**src/rtl/muldiv_unit.sv**
```systemverilog
// muldiv_unit: iterative RV32M multiply/divide unit, one shift-add or restoring
// shift-subtract step per cycle on operand magnitudes, sign-corrected at the end.
module muldiv_unit #(
  parameter int DATA_WIDTH = 32,
  parameter int ADD_REG    = 5
) (
  input  logic                  clk,
  input  logic                  reset,
  input  logic                  start,
  input  logic [2:0]            funct3,
  input  logic [DATA_WIDTH-1:0] OpA,
  input  logic [DATA_WIDTH-1:0] OpB,
  input  logic [ADD_REG-1:0]    RdIn,
  output logic                  busy,
  output logic                  done,
  output logic [DATA_WIDTH-1:0] Result,
  output logic [ADD_REG-1:0]    RdOut,
  output logic                  WbEn
);
  localparam int W  = DATA_WIDTH;
  localparam int CW = $clog2(W) + 1;
  typedef enum logic [1:0] {IDLE, CALC, FIN, DONE} state_t;
  state_t r_state, w_next;
  logic [2:0]         r_op;
  logic               r_na, r_nb, r_bz;
  logic [W-1:0]       r_hi, r_lo, r_m, r_res;
  logic [ADD_REG-1:0] r_rd;
  logic [CW-1:0]      r_cnt;
  logic               w_sa, w_sb, w_na, w_nb, w_ge, w_last;
  logic [W-1:0]       w_ma, w_mb, w_quo, w_rem, w_res;
  logic [W:0]         w_sum, w_tmp, w_diff;
  logic [2*W-1:0]     w_prod, w_prod_s;
  assign w_sa   = (funct3 == 3'b001) || (funct3 == 3'b010) || (funct3 == 3'b100) || (funct3 == 3'b110);
  assign w_sb   = (funct3 == 3'b001) || (funct3 == 3'b100) || (funct3 == 3'b110);
  assign w_na   = w_sa & OpA[W-1];
  assign w_nb   = w_sb & OpB[W-1];
  assign w_ma   = w_na ? -OpA : OpA;
  assign w_mb   = w_nb ? -OpB : OpB;
  assign w_last = r_cnt == CW'(W);
  // multiply: r_lo holds the multiplier and fills with product low bits; r_m is the multiplicand
  assign w_sum  = {1'b0, r_hi} + (r_lo[0] ? {1'b0, r_m} : '0);
  // divide: r_lo shifts the dividend out and quotient bits in; r_hi is the partial remainder
  assign w_tmp  = {r_hi, r_lo[W-1]};
  assign w_diff = w_tmp - {1'b0, r_m};
  assign w_ge   = ~w_diff[W];
  assign w_prod   = {r_hi, r_lo};
  assign w_prod_s = (r_na ^ r_nb) ? -w_prod : w_prod;
  assign w_quo    = r_bz ? '1 : ((r_na ^ r_nb) ? -r_lo : r_lo);
  assign w_rem    = r_na ? -r_hi : r_hi;
  assign w_res    = (r_op == 3'b000) ? w_prod_s[W-1:0] :
                    !r_op[2]         ? w_prod_s[2*W-1:W] :
                    !r_op[1]         ? w_quo : w_rem;
  always_comb begin
    w_next = r_state;
    case (r_state)
      IDLE:    w_next = start ? CALC : IDLE;
      CALC:    w_next = w_last ? FIN : CALC;
      FIN:     w_next = DONE;
      default: w_next = IDLE;
    endcase
  end
  always_ff @(posedge clk) r_state <= reset ? IDLE : w_next;
  always_ff @(posedge clk) begin
    if (reset) begin
      r_op  <= '0;
      r_na  <= 1'b0;
      r_nb  <= 1'b0;
      r_bz  <= 1'b0;
      r_hi  <= '0;
      r_lo  <= '0;
      r_m   <= '0;
      r_res <= '0;
      r_rd  <= '0;
      r_cnt <= '0;
    end else if (r_state == IDLE && start) begin
      r_op  <= funct3;
      r_rd  <= RdIn;
      r_na  <= w_na;
      r_nb  <= w_nb;
      r_bz  <= OpB == '0;
      r_cnt <= '0;
      r_hi  <= '0;
      r_lo  <= funct3[2] ? w_ma : w_mb;
      r_m   <= funct3[2] ? w_mb : w_ma;
    end else if (r_state == CALC && !w_last) begin
      r_cnt <= r_cnt + CW'(1);
      r_hi  <= r_op[2] ? (w_ge ? w_diff[W-1:0] : w_tmp[W-1:0]) : w_sum[W:1];
      r_lo  <= r_op[2] ? {r_lo[W-2:0], w_ge} : {w_sum[0], r_lo[W-1:1]};
    end else if (r_state == FIN) begin
      r_res <= w_res;
    end
  end
  assign busy   = r_state != IDLE;
  assign done   = r_state == DONE;
  assign Result = r_res;
  assign RdOut  = r_rd;
  assign WbEn   = done && (r_rd != '0);
endmodule
```
**config.mk**
```make
export PLATFORM = sky130hd
export DESIGN_NAME = muldiv_unit
export DESIGN_NICKNAME = d
export VERILOG_FILES = /design/src/rtl/muldiv_unit.sv
export SDC_FILE = /design/constraint.sdc
export NUM_CORES = 1
export LEC_CHECK = 0
export BUFFER_PORTS_ARGS = -buffer_cell sky130_fd_sc_hd__buf_4
export CAP_MARGIN = 20
export CORE_ASPECT_RATIO = 1.5
export CORE_MARGIN = 2
export CORE_UTILIZATION = 27
export DETAILED_ROUTE_END_ITERATION = 7
export PLACE_DENSITY_LB_ADDON = 0.2
export REMOVE_ABC_BUFFERS = 1
export SYNTH_ARGS = -nofsm -noshare
export SYNTH_HDL_FRONTEND = slang
export SYNTH_SLANG_ARGS = --single-unit
```
**constraint.sdc**
```tcl
create_clock -name clk -period 5.65 [get_ports clk]
set_input_delay 1.13 -clock clk [delete_from_list [all_inputs] [get_ports clk]]
set_output_delay 1.13 -clock clk [all_outputs]
set_load 0.005 [all_outputs]
```
# After elaboration in Yosys (flattened, before gate mapping)
# Cells that the tools add are included.
[op_classes]
n_eq_ne = 8
bitwise_logic = 6
n_reduce_logical = 17
add_sub_neg = 8
n_mux = 20
[op_table]
columns = ["operator", "count"]
rows = [
  ["32-bit two-way mux", 16],
  ["32-bit negator", 4],
  ["64-bit two-way mux", 1],
  ["64-bit negator", 1],
  ["32-bit by 32-bit adder with 33-bit output", 1],
  ["33-bit by 32-bit subtractor with 33-bit output", 1],
  ["32-bit logical NOT", 1],
  ["6-bit by 1-bit adder with 6-bit output (second input constant)", 1],
  ["3-bit equality test (second input constant)", 2],
  ["6-bit equality test (second input constant)", 1],
  ["2-bit case mux with 3 select lines", 1],
  ["1-bit logical OR", 5],
  ["5-bit nonzero test", 1],
  ["2-bit equality test (second input constant)", 2],
  ["2-bit nonzero test", 2],
  ["3-bit by 1-bit equality test with 1-bit output (second input constant)", 1],
  ["3-bit by 2-bit equality test with 1-bit output (second input constant)", 1],
  ["1-bit logical AND", 3],
  ["3-bit logical NOT", 1],
  ["1-bit inverter", 3],
  ["3-bit AND reduction", 1],
  ["1-bit bitwise AND", 2],
  ["2-bit by 1-bit equality test with 1-bit output (second input constant)", 1],
  ["2-bit logical NOT", 1],
  ["5 further kinds", 5],
]
[word_totals]
reg_bits = 147
out_inout_bits = 40

# Longest topological paths before layout
[depth]
word_depth = 8
depth_mapped = 16
depth_no_buf = 13

# Worst setup path after synthesis
# No wires, ideal clock.
[synth_timing]
path_type = "register -> register"
from = "reg r_lo[31]"
to = "reg r_hi[24]"
slack_ns = 2.047
synth_period_minus_slack_ns = 3.603
n_path_buf = 1
arrival_time_ns = 3.532
setup_ns = 0.071
stages_incl_launch_ff = 15
cell_sequence = "dfxtp_1 inv_1 ha_1 fa_1 nand2b_1 a211oi_1 nor2_1 o31ai_1 a21oi_1 o21ai_1 xnor2_1 clkbuf_1 nand2_1 a311o_1 a21oi_1"
[synth_between]
elab_chain_len = 3
[synth_lines]
columns = ["element", "line", "source"]
rows = [
  ["from (decl)", "26", "logic [W-1:0] r_hi, r_lo, r_m, r_res;"],
  ["from (signal assigned)", "83", "r_lo <= funct3[2] ? w_ma : w_mb;"],
  ["from (signal assigned)", "88", "r_lo <= r_op[2] ? {r_lo[W-2:0], w_ge} : {w_sum[0], r_lo[W-1:1]};"],
  ["33-bit by 32-bit subtractor with 33-bit output", "44", "assign w_diff = w_tmp - {1'b0, r_m};"],
  ["32-bit two-way mux (2 in a row)", "87", "r_hi <= r_op[2] ? (w_ge ? w_diff[W-1:0] : w_tmp[W-1:0]) : w_sum[W:1];"],
  ["to (signal assigned)", "87", ""],
  ["to (decl)", "26", ""],
]
# No other way between the ends.
# A chain may end at the register's enable or synchronous reset.

# Worst setup path after layout
[layout_timing]
from = "reg r_lo[31]"
to = "reg r_hi[20]"
# The elaborated chain is that of the path after synthesis.

==> results.cfg <==
[status]
outcome = completed

[logic_synthesis]
synth-edff-count = 0
synth.avg_cell_area_um2 = 7.11
synth_cell_types = 80
synth_seq_cells = 147
synth_top_area_cell = dfxtp_1
netlist.area_leader.share_pct = 20.9
ys_seq_area_share_pct = 20.9
synth_area_leaders = dfxtp_1 (21%), a21oi_1 (7.0%), xnor2_1 (6.5%), nand2_1 (6.5%), ha_1 (6.2%)
synth-async-reset-ratio_pct = 0
synth_area_um2 = 14100
ys_warn_count = 0
synth_ff_type = dfxtp_1
syn_inst = 1981

[route]
drtPass1Iterations = 5
wl_per_cell_um = 19.9
drc_errors = 0
via_per_inst = 5.34
num_vias = 14400
drt-total-wl_mm = 53.7
ant_nets = 0
drtIter0Drc = 811

[clock_tree]
cts_hold_repair.buffers = 0
insertion_delay_ns = 0.46
clockBufferDepth = 2
postCtsSetupRepairBufs = 0
cts.sinks = 147
path_clk_slew_ns = 0.07
cts_buffers = 17
ctsRootBufferMaster = clkbuf_16
cts_tree = built
cts_resized = 0
htreeDepth = 4

[sta]
clock.fmax_ghz = 0.226
setup_viol = 0
finalHoldViolations = 0
maxSlewViolCount = 0
rsz0062_at_grt = no
fin_tns_setup_ns = 0
setup_ws_ns = 1.23
min_period_over_period_pct = 78.2
tightest_slew_ns = 1.07
skew_ns = 0.0167
finalCriticalPeriod_ns = 4.42
slew-limit-headroom_pct = 28.7

[grt]
grt_pass1_vias = 14100
antenna_found_initial = 0
grt_pass1_wl_mm = 82.6
grt_max_degree = 82
track_usage_pct = 19.7
overflow = 0

[final_layout]
fillerInstances = 5638
n_antenna_cell = 0
syn_to_final_growth_pct = 15.0
layout-drive-gt1-share_pct = 11.2
fin_util_pct = 31.4
nets = 2151
postLayoutCellArea_um2 = 16200

[power_and_ir_drop]
p_leak_nw = 6.50
p_int_mw = 2.48
pwr-share-seq_pct = 30.1
p_clk_share_pct = 33.8
ir_worst_vdd_uv = 176
finalPower_mw = 4.00
p_comb_share_pct = 36.0
pwr_density_cell_nw_per_um2 = 247
p_sw_share_pct = 37.9
p_sw_mw = 1.52

[hold_path]
hp-class = flip-flop to flip-flop

[worst_setup_path]
crit_family = compound AO/OA/AOI/OAI gates
worstPathArrival_ns = 4.72
cp.required_ns = 5.95
critPathSlowestCell = o21ai_1
cp_num_buf_inv = 3
path_max_fanout = 16
path_class = flip-flop to flip-flop
crit_path_cell_trace = inv_1, ha_1, fa_1, nand2b_1, a211oi_1, nor2_1, o31ai_1, buf_4, a21oi_1, o21ai_1, xnor2_2, buf_4, mux2_2, a211oi_1, nor3_1
startpoint_type = flip-flop
crit_path_max_incr_delay_ns = 0.44
end_kind = flip-flop

[placement]
dpl.hpwl_mm = 42.2
placed_cell_area_um2 = 15500
portBuffers = 114
dp_slack_ns = 1.27
gp_congestion = 0.926

[floorplan]
io_pins = 115
die_w_um = 191
chipHeight_um = 284
die-area_um2 = 54100
start_util_pct = 27.3
core_um2 = 51600
rows = 102

[run]
drv_cap = 0
-- metrics by stage --
step	hold WS, ns	instances
2_1_floorplan	0.426	1840
3_3_place_gp	0.432	2660
3_5_place_dp	0.442	2661
4_1_cts	0.452	2693
5_1_grt	0.478	2693
6_report	0.445	2693
-- synthesized netlist by cell type, drive strengths merged, types with 11 or more instances --
| library cell | count |
|---|---|
| o31ai | 26 |
| xnor2 | 105 |
| or4 | 17 |
| nor2b | 17 |
| o21a | 11 |
| xor2 | 96 |
| and3 | 14 |
| dfxtp | 147 |
| ha | 70 |
| nand2b | 18 |
| a211oi | 24 |
| or3 | 16 |
| nor2 | 206 |
| mux2i | 40 |
| inv | 65 |
| nand3 | 28 |
| a21o | 55 |
| nor3 | 42 |
| clkbuf | 127 |
| nand2 | 244 |
| a221oi | 28 |
| buf | 14 |
| o211ai | 73 |
| nor4 | 18 |
| and2 | 18 |
| a31oi | 20 |
| a21oi | 197 |
| o21ai | 120 |
-- registers in the layout, summed over array words and instances (netlist names) --
name and count:
r_cnt 6, r_m 32, Result 32, r_hi 32, r_state 2, RdOut 5, r_lo 32, r_op 3
r_bz 1, r_na 1, r_nb 1
-- cell usage in the layout, fill, tap and decap left out, types with 65 or more instances in the layout --
cell type  synthesis  layout
xor2_1            96      95
xnor2_1          105     102
o21ai_0          117     117
dfxtp_1          147     146
nand2_1          244     243
nor2_1           204     202
buf_4              1     144
a21oi_1          197     197
o211ai_1          73      73
inv_1             65      65
ha_1              70      70
-- layout make-up --
type                            count  area [um2]  area share, %
Multi-Input combinational cell   1627       10400           64.2
Clock buffer                       18         429           2.65
Inverter                           66         248           1.53
Tap cell                          676         846           5.22
Sequential cell                   147        2950           18.2
Clock inverter                     14         249           1.54
Timing Repair Buffer              145        1090           6.70
-- per-layer routing --
layer  up-vias  share of wire, %  global-route usage [%]
met2       364                52                    35.9
met3        98               3.3                    1.66
met4         0               4.5                    9.71
met5         -                 0                       0
li1       7158                 -                       -
met1      6751                41                    22.6
-- worst paths after layout --
kind / from / endpoint / slack [ns] / depth (start not counted)
worst min-delay path: Result[6] / Result[6] / 0.44 / 2
worst max-delay path: r_lo[31] / r_hi[20] / 1.23 / 15
worst min register to register: Result[6] / Result[6] / 0.44 / 2
worst max register to register: r_lo[31] / r_hi[20] / 1.23 / 15
-- worst min-delay path, stage by stage (launching register included) --
cell,delay (ns)
dfxtp_1,0.32
nand2_1,0.05
nand2_1,0.04
-- kinds of logic after synthesis --
kind of cell	share of synthesized area, %
AO/OA/AOI/OAI	29.5
multiplexers	3.32
buffers and inverters	5.66
flip-flops	20.9
XOR/XNOR	12.5
AND/OR/NAND/NOR	21.7
adder cells (fa/ha/maj)	6.50
-- power by group through the flow --
stage | registers (mW) | clock network [mW] | logic [mW]
floorplan | 1.19 | 0 | 0.973
global placement | 1.22 | 0 | 1.42
detailed placement | 1.22 | 0 | 1.43
CTS | 1.20 | 1.38 | 1.43
global route | 1.21 | 1.41 | 1.59
finish | 1.20 | 1.35 | 1.44
No activity file was read; power rests on OpenSTA's default activity.
